## src/rtl/imem_responder.sv

```systemverilog
// Instruction-memory responder: synchronous instruction RAM with a one-cycle
// read stage feeding a small in-order {address, instruction} queue for decode.
// Fetch is back-pressured by reserving queue space for the read in flight,
// a branch flush discards all pending work, and a load port fills the RAM.
module imem_responder #(
  parameter int ADDR_W  = 8,
  parameter int INSTR_W = 9,
  parameter int QDEPTH  = 4
) (
  input  logic                       clk,
  input  logic                       rst_n,
  input  logic                       req_valid_i,
  input  logic [ADDR_W-1:0]          req_addr_i,
  output logic                       req_ready_o,
  input  logic                       flush_i,
  output logic                       instr_valid_o,
  output logic [INSTR_W-1:0]         instr_o,
  output logic [ADDR_W-1:0]          instr_addr_o,
  input  logic                       instr_ready_i,
  input  logic                       load_en_i,
  input  logic [ADDR_W-1:0]          load_addr_i,
  input  logic [INSTR_W-1:0]         load_data_i,
  output logic [$clog2(QDEPTH):0]    count_o
);

  localparam int PTR_W = $clog2(QDEPTH);
  localparam int CNT_W = PTR_W + 1;
  localparam logic [CNT_W-1:0] QDEPTH_C = CNT_W'(QDEPTH);

  logic [INSTR_W-1:0] mem [2**ADDR_W];

  logic               s1_valid;
  logic [ADDR_W-1:0]  s1_addr;
  logic [INSTR_W-1:0] s1_data;

  logic [INSTR_W-1:0] q_data [QDEPTH];
  logic [ADDR_W-1:0]  q_addr [QDEPTH];
  logic [PTR_W-1:0]   wr_ptr;
  logic [PTR_W-1:0]   rd_ptr;
  logic [CNT_W-1:0]   count;

  logic accept;
  logic push;
  logic pop;

  // Handshakes and head-of-queue outputs; the ready term counts the read in
  // flight so a push can never find the queue full.
  always_comb begin
    req_ready_o   = rst_n && !flush_i && ((count + CNT_W'(s1_valid)) < QDEPTH_C);
    instr_valid_o = rst_n && (count != '0);
    count_o       = rst_n ? count : '0;
    instr_o       = q_data[rd_ptr];
    instr_addr_o  = q_addr[rd_ptr];
    accept        = req_valid_i && req_ready_o;
    push          = s1_valid && !flush_i;
    pop           = instr_valid_o && instr_ready_i && !flush_i;
  end

  // Program-load writes; RAM contents survive reset.
  always_ff @(posedge clk) begin
    if (load_en_i) mem[load_addr_i] <= load_data_i;
  end

  // Read stage data: non-blocking read sees the pre-load word (read-before-write).
  always_ff @(posedge clk) begin
    if (accept) begin
      s1_data <= mem[req_addr_i];
      s1_addr <= req_addr_i;
    end
  end

  // Read stage valid; a flush can never coincide with an accept.
  always_ff @(posedge clk) begin
    if (!rst_n) s1_valid <= 1'b0;
    else        s1_valid <= accept;
  end

  // Queue storage writes; entries are qualified by count, so no reset needed.
  always_ff @(posedge clk) begin
    if (push) begin
      q_data[wr_ptr] <= s1_data;
      q_addr[wr_ptr] <= s1_addr;
    end
  end

  // Queue pointers and occupancy; flush empties the queue and overrides push/pop.
  always_ff @(posedge clk) begin
    if (!rst_n || flush_i) begin
      wr_ptr <= '0;
      rd_ptr <= '0;
      count  <= '0;
    end else begin
      if (push) wr_ptr <= wr_ptr + PTR_W'(1);
      if (pop)  rd_ptr <= rd_ptr + PTR_W'(1);
      case ({push, pop})
        2'b10:   count <= count + CNT_W'(1);
        2'b01:   count <= count - CNT_W'(1);
        default: count <= count;
      endcase
    end
  end

endmodule

```

## config.mk

```make
export PLATFORM = sky130hd
export DESIGN_NAME = imem_responder
export DESIGN_NICKNAME = d
export VERILOG_FILES = /design/src/rtl/imem_responder.sv
export SDC_FILE = /design/constraint.sdc
export NUM_CORES = 2
export LEC_CHECK = 0
export BUFFER_PORTS_ARGS = -buffer_cell sky130_fd_sc_hd__buf_2
export CAP_MARGIN = 20
export CELL_PAD_IN_SITES_DETAIL_PLACEMENT = 1
export CELL_PAD_IN_SITES_GLOBAL_PLACEMENT = 2
export CORE_ASPECT_RATIO = 1.75
export CORE_MARGIN = 3
export CORE_UTILIZATION = 40
export DETAILED_ROUTE_END_ITERATION = 10
export MAX_ROUTING_LAYER = met4
export PLACE_DENSITY_LB_ADDON = 0.1
export RECOVER_POWER = 25
export SETUP_SLACK_MARGIN = 0.4
export SYNTH_ARGS = -nofsm -noshare
export SYNTH_HDL_FRONTEND = slang
export SYNTH_SLANG_ARGS = --single-unit
```

## constraint.sdc

```tcl
create_clock -name clk -period 4.15 [get_ports clk]
set_clock_uncertainty 0.05 [all_clocks]
set_input_delay 0.6225 -clock clk [delete_from_list [all_inputs] [get_ports clk]]
set_output_delay 0.6225 -clock clk [all_outputs]
set_load 0.02 [all_outputs]
```

# ---- Word level (Yosys, flattened, before mapping)
# Memory sizes are Yosys's and may differ from the RTL's. A register that Yosys moved wholly into a read port is not among the register bits.
# Cells that the tools add are included.
dict set report totals {
  n_memories 3
  mem_bits_rw 2372
  latch_bits 0
  input_bits 31
  elab_cells 38
  rom_bits 0
  register_bits 16
}
# memory depth word_bits rd rd_ports_with_merged_regs write_ports line_no
set mem_list {}
lappend mem_list {mem 256 9 1 1 1 30} ;# logic [INSTR_W-1:0] mem [2**ADDR_W];
lappend mem_list {q_data 4 9 1 1 1 36} ;# logic [INSTR_W-1:0] q_data [QDEPTH];
lappend mem_list {q_addr 4 8 1 1 1 37} ;# logic [ADDR_W-1:0] q_addr [QDEPTH];
dict set report op_classes {
  eq_ne 2
  n_addsub 5
  n_bitwise 0
  muxes 10
  n_mul 0
  order_cmp 1
  n_div 0
  n_shift 0
  reduce_logical 12
}
# op n
set op_table {}
lappend op_table {{2-bit two-way mux} 4}
lappend op_table {{1-bit logical AND} 7}
lappend op_table {{3-bit one-hot mux with 2 select lines} 1}
lappend op_table {{2-bit by 1-bit adder with 2-bit output, second input constant} 2}
lappend op_table {{1-bit two-way mux} 4}
lappend op_table {{3-bit by 1-bit adder with 3-bit output} 1}
lappend op_table {{3-bit by 1-bit adder with 3-bit output, second input constant} 1}
lappend op_table {{3-bit less-than comparator, second input constant} 1}
lappend op_table {{3-bit two-way mux} 1}
lappend op_table {{3-bit nonzero test} 1}
lappend op_table {{3-bit by 1-bit subtractor with 3-bit output, second input constant} 1}
lappend op_table {{2-bit by 1-bit equality test with 1-bit output, second input constant} 1}
lappend op_table {{2-bit equality test, second input constant} 1}
lappend op_table {{1-bit logical NOT} 2}
lappend op_table {{2-bit nonzero test} 1}
lappend op_table {{1-bit logical OR} 1}

# ---- Longest topological paths before layout
dict set report depth {
  depth_word 6
  ltp_mapped 12
  ltp_nobuf 9
}

# ---- Least setup slack after synthesis
# No wires, ideal clock.
dict set report synth_timing {
  path_type {input-to-reg}
  start {input req_addr_i[0]}
  end {register s1_data[7] (read register of mem), data pin}
  arrival_time_ns 2.531
  path_buffers 3
  path_slack_ns 1.304
  path_stages 9
  cell_sequence {buf_6 > buf_6 > buf_2 > mux4_2 > mux4_2 > nand2_1 > o21ai_0 > nor3_1 > nor3_1}
}
# item line_no
set synth_rtl {}
lappend synth_rtl {{from (decl)} 13} ;# input logic [ADDR_W-1:0] req_addr_i,
lappend synth_rtl {{to (decl)} 34} ;# logic [INSTR_W-1:0] s1_data;

==> impl_results.md <==
- Outcome: complete, but fails checks
- Failing checks: max-capacitance violations, max-slew violations
- CP most frequent cell: buf_4
- Initial antenna violation count: 11
- Max-cap violations: 10
- Final #Nets: roughly 5,000
- CTS tree: yes
- Unique masters post-synth: 66
- Drt initial violations: between 3,000 and 4,000
- Root Buffer: clkbuf_16
- Final Wtd Congestion: roughly 0.85
- R2r setup slk: around 1000 ps
- Slowest CP cell: clkbuf_1
- Top Family by Delay on Critical Path: buffers and inverters
- Crit. End Element: register
- Most frequent cells in the layout: edfxtp_1 (2,389), mux4_2 (548), buf_4 (515), nor2_1 (280), clkbuf_16 (228)
- Skew-Pair Late Insertion Delay: around 900 ps
- Synthesis warning total: 0
- Least-Margin Pin Slew: between 3000 and 4000 ps
- Post-Syn Area: just over 90,000 sq um
- Min-Delay Path Depth: 1
- Share of post-route cells with drive strength above 1: 30.35%
- Reg2reg path depth: 7
- Biggest cell delay along the critical path: just under 900 ps
- Cell count after synthesis: around 4,200
- Hold Vio Cnt, Final: 0
- Initial core utilization: between 40% and 50%
- Top Ports: between 50 and 60
- Top_reg_cell synth: edfxtp_1
- P_leak: between 30 and 40 nW
- Slew Viols, Final: about 810
- Worst hold margin: between 100 and 150 ps
- Crit Path Category: in2reg
- Vias per cell: around 5.6
- Met1 wire length: 101,100 um
- Reg-to-reg endpoint: s1_data[6]
- WP data arrival: just over 4000 ps
- Hold Path Sink: mem[108][7]
- Post-place instance area: between 100,000 and 150,000 sq um
- Routed vias: 45,400
- Site row count: between 200 and 250
- WL/cell: between 30 and 40 um
- Total wire length: between 200,000 and 300,000 um
- Launch point of the worst reg-to-reg path: mem[116][6]
- Inserted Clock Buffers: 226
- Period utilization: between 80% and 90%
- Sequential share of the synthesized area: between 70% and 80%
- Slew Limit Headroom: -140.0%
- First-pass GRT wire length: about 400,000 um
- Fin area: roughly 110,000 sq um
- Power Density: between 400 and 500 nW/um^2
- Number of routed nets with antenna violations: 0
- Setup Viol. Count Final: 0
- Core area: 230,300 sq um
- Layout area overhead: 15.83%
- Maximum fanout along the worst path: 10
- Hold Crit Start: load_data_i[7]
- Die Span Y: roughly 640 um
- CP cell instances: clkbuf_1 -> and3_1 -> buf_4 -> o221ai_1 -> a21oi_1 -> o32ai_1 -> buf_4 -> a211oi_1 -> buf_4 -> nor4_1
- Top layer in use: met4
- TritonRoute pass-1 iters: 6
- GRT overflow: 0
- Setup bufs post-CTS: 0
- Clock transition at path regs: about 60 ps
- Fin crit period: 3556 ps
- Seq cells post-synth: about 2,400
- Commonest non-fill, non-tap cell in the layout: edfxtp_1
- Fill count: around 21,000
- Die area: about 240,000 sq um
- Nature of the critical path startpoint: primary input
- Hpwl dp: 191,800 um
- Crit path required time: approximately 4700 ps
- Mean Syn Cell Area: 21.93 sq um
- Maximum clock insertion buffer count: 4
- WP buf/inv: 4
- Synth async-reset ratio: 0%
- Number of enable flip-flop cells after synthesis: 2,389
- Syn Nets: 4,266
- Largest net degree at the start of global routing: between 100 and 150
- Vias in the first global route: just under 50,000
- Total length of routed met3 wires: roughly 8700 um
- # port buffers: 52
- Die X: between 300 and 400 um
- DRC Markers: 0
- Global Route Usage Sum: 24.56%
- Hold/Removal Path Class: in2reg
- VDD IR max: 354.3 uV
- Fmax: 281.2 MHz
- Unrepaired setup endpoints after global routing: false
- Met2 wire length: 160,900 um
- H-tree depth: 4
- CTS Sinks: ~2,400
[flip-flops by register name, indices dropped and copies added (netlist names), named ones only]
name,cells
q_addr,32
rd_ptr,2
s1_data,9
q_data,36
s1_valid,1
count,3
mem,2304
wr_ptr,2
s1_addr,8
[cells by family (layout without fill, tap and decap cells)]
group	count (synthesis)	after routing	synth area share, %
other cells	0	7	0
mux	714	714	15.23
compound gates	383	383	3.127
fa+ha+maj	6	6	0.08904
simple gates	462	462	2.175
buf+inv	259	1042	1.762
xor+xnor	6	6	0.05667
flops	2399	2399	77.56
[worst reg2reg max path, stage by stage (launching register included)]
cell,delay (ps)
edfxtp_1,370
mux4_1,510
a22o_1,290
a221oi_1,380
buf_4,240
o32ai_1,130
a211oi_1,730
nor4_1,120
[how the worst max path moves through the flow]
stage / startpoint / to / slack [ps] / cells after the start
2_1_floorplan: req_addr_i[0] / s1_data[7] / 1300 / 9
3_3_place_gp: req_addr_i[0] / s1_data[4] / -180 / 10
3_5_place_dp: req_addr_i[0] / s1_data[4] / -130 / 10
4_1_cts: req_addr_i[0] / s1_data[4] / 800 / 10
5_1_grt: load_data_i[0] / mem[6][0] / 430 / 2
6_report: req_addr_i[4] / s1_data[6] / 590 / 10
[report_power, final]
group / switching, mW / internal (mW) / total, mW
registers: 0.0245 / 26.7 / 26.7
logic: 1.77 / 0.968 / 2.74
clock network: 9.18 / 11.7 / 20.9
total: 11.0 / 39.4 / 50.3
[repair_timing]
item                      CTS  global route
resized for setup           0             0
hold buffers                1             0
hold endpoints to repair    1             0
[through the flow]
| stage | power [mW] | util, % | TNS, ps | setup slack, ps | cells |
|---|---|---|---|---|---|
| floorplan | 28.52 | - | 0 | 1304 | 4229 |
| global placement | 30.03 | 43.53 | -724.5 | -181.1 | 7647 |
| detailed placement | 30.07 | 43.55 | -283.8 | -126.2 | 7651 |
| CTS | 50.93 | 46.70 | 0 | 797.6 | 8067 |
| global route | 51.89 | 46.65 | 0 | 428.3 | 8072 |
| finish | 50.34 | 46.65 | 0 | 594.1 | 8074 |
[cell usage after synthesis (9+ instances only)]
master / n / area [sq um]
a211oi_1: 26 / 195.2
a21oi_1: 60 / 300.3
a221oi_1: 63 / 551.8
a22o_1: 46 / 402.9
a22oi_1: 47 / 352.8
and2_1: 16 / 100.1
buf_2: 72 / 360.4
buf_4: 26 / 195.2
buf_6: 31 / 349.1
buf_8: 12 / 180.2
clkbuf_1: 91 / 341.6
dfxtp_1: 10 / 200.2
edfxtp_1: 2389 / 71740
inv_1: 9 / 33.78
mux2_2: 17 / 191.4
mux2i_1: 143 / 1431
mux4_2: 548 / 12340
nand2_1: 55 / 206.5
nand2b_1: 12 / 75.07
nand3_1: 21 / 105.1
nor2_1: 284 / 1066
nor2b_1: 18 / 112.6
nor3_1: 19 / 95.09
o21a_1: 12 / 90.09
o21ai_0: 16 / 80.08
o221ai_1: 49 / 429.2
o22ai_1: 29 / 181.4
o32ai_1: 11 / 96.34
[cell type report]
| class | instances | area (sq um) | share of cell area [%] |
|---|---|---|---|
| Sequential cell | 2399 | 71940 | 66.96 |
| Tap cell | 3055 | 3822 | 3.558 |
| Clock buffer | 277 | 5889 | 5.482 |
| Multi-Input combinational cell | 1571 | 19290 | 17.95 |
| Inverter | 9 | 33.78 | 0.03145 |
| Clock inverter | 138 | 1371 | 1.276 |
| Timing Repair Buffer | 618 | 5071 | 4.720 |
| Antenna cell | 7 | 17.52 | 0.01630 |
[layer usage]
layer / GRT usage, % / up-vias
li1: - / 19060
met1: 26.71 / 25090
met2: 45.99 / 862
met3: 2.484 / 388
met4: 8.839 / 0
met5: - / -
No activity file was read; power rests on OpenSTA's default activity.
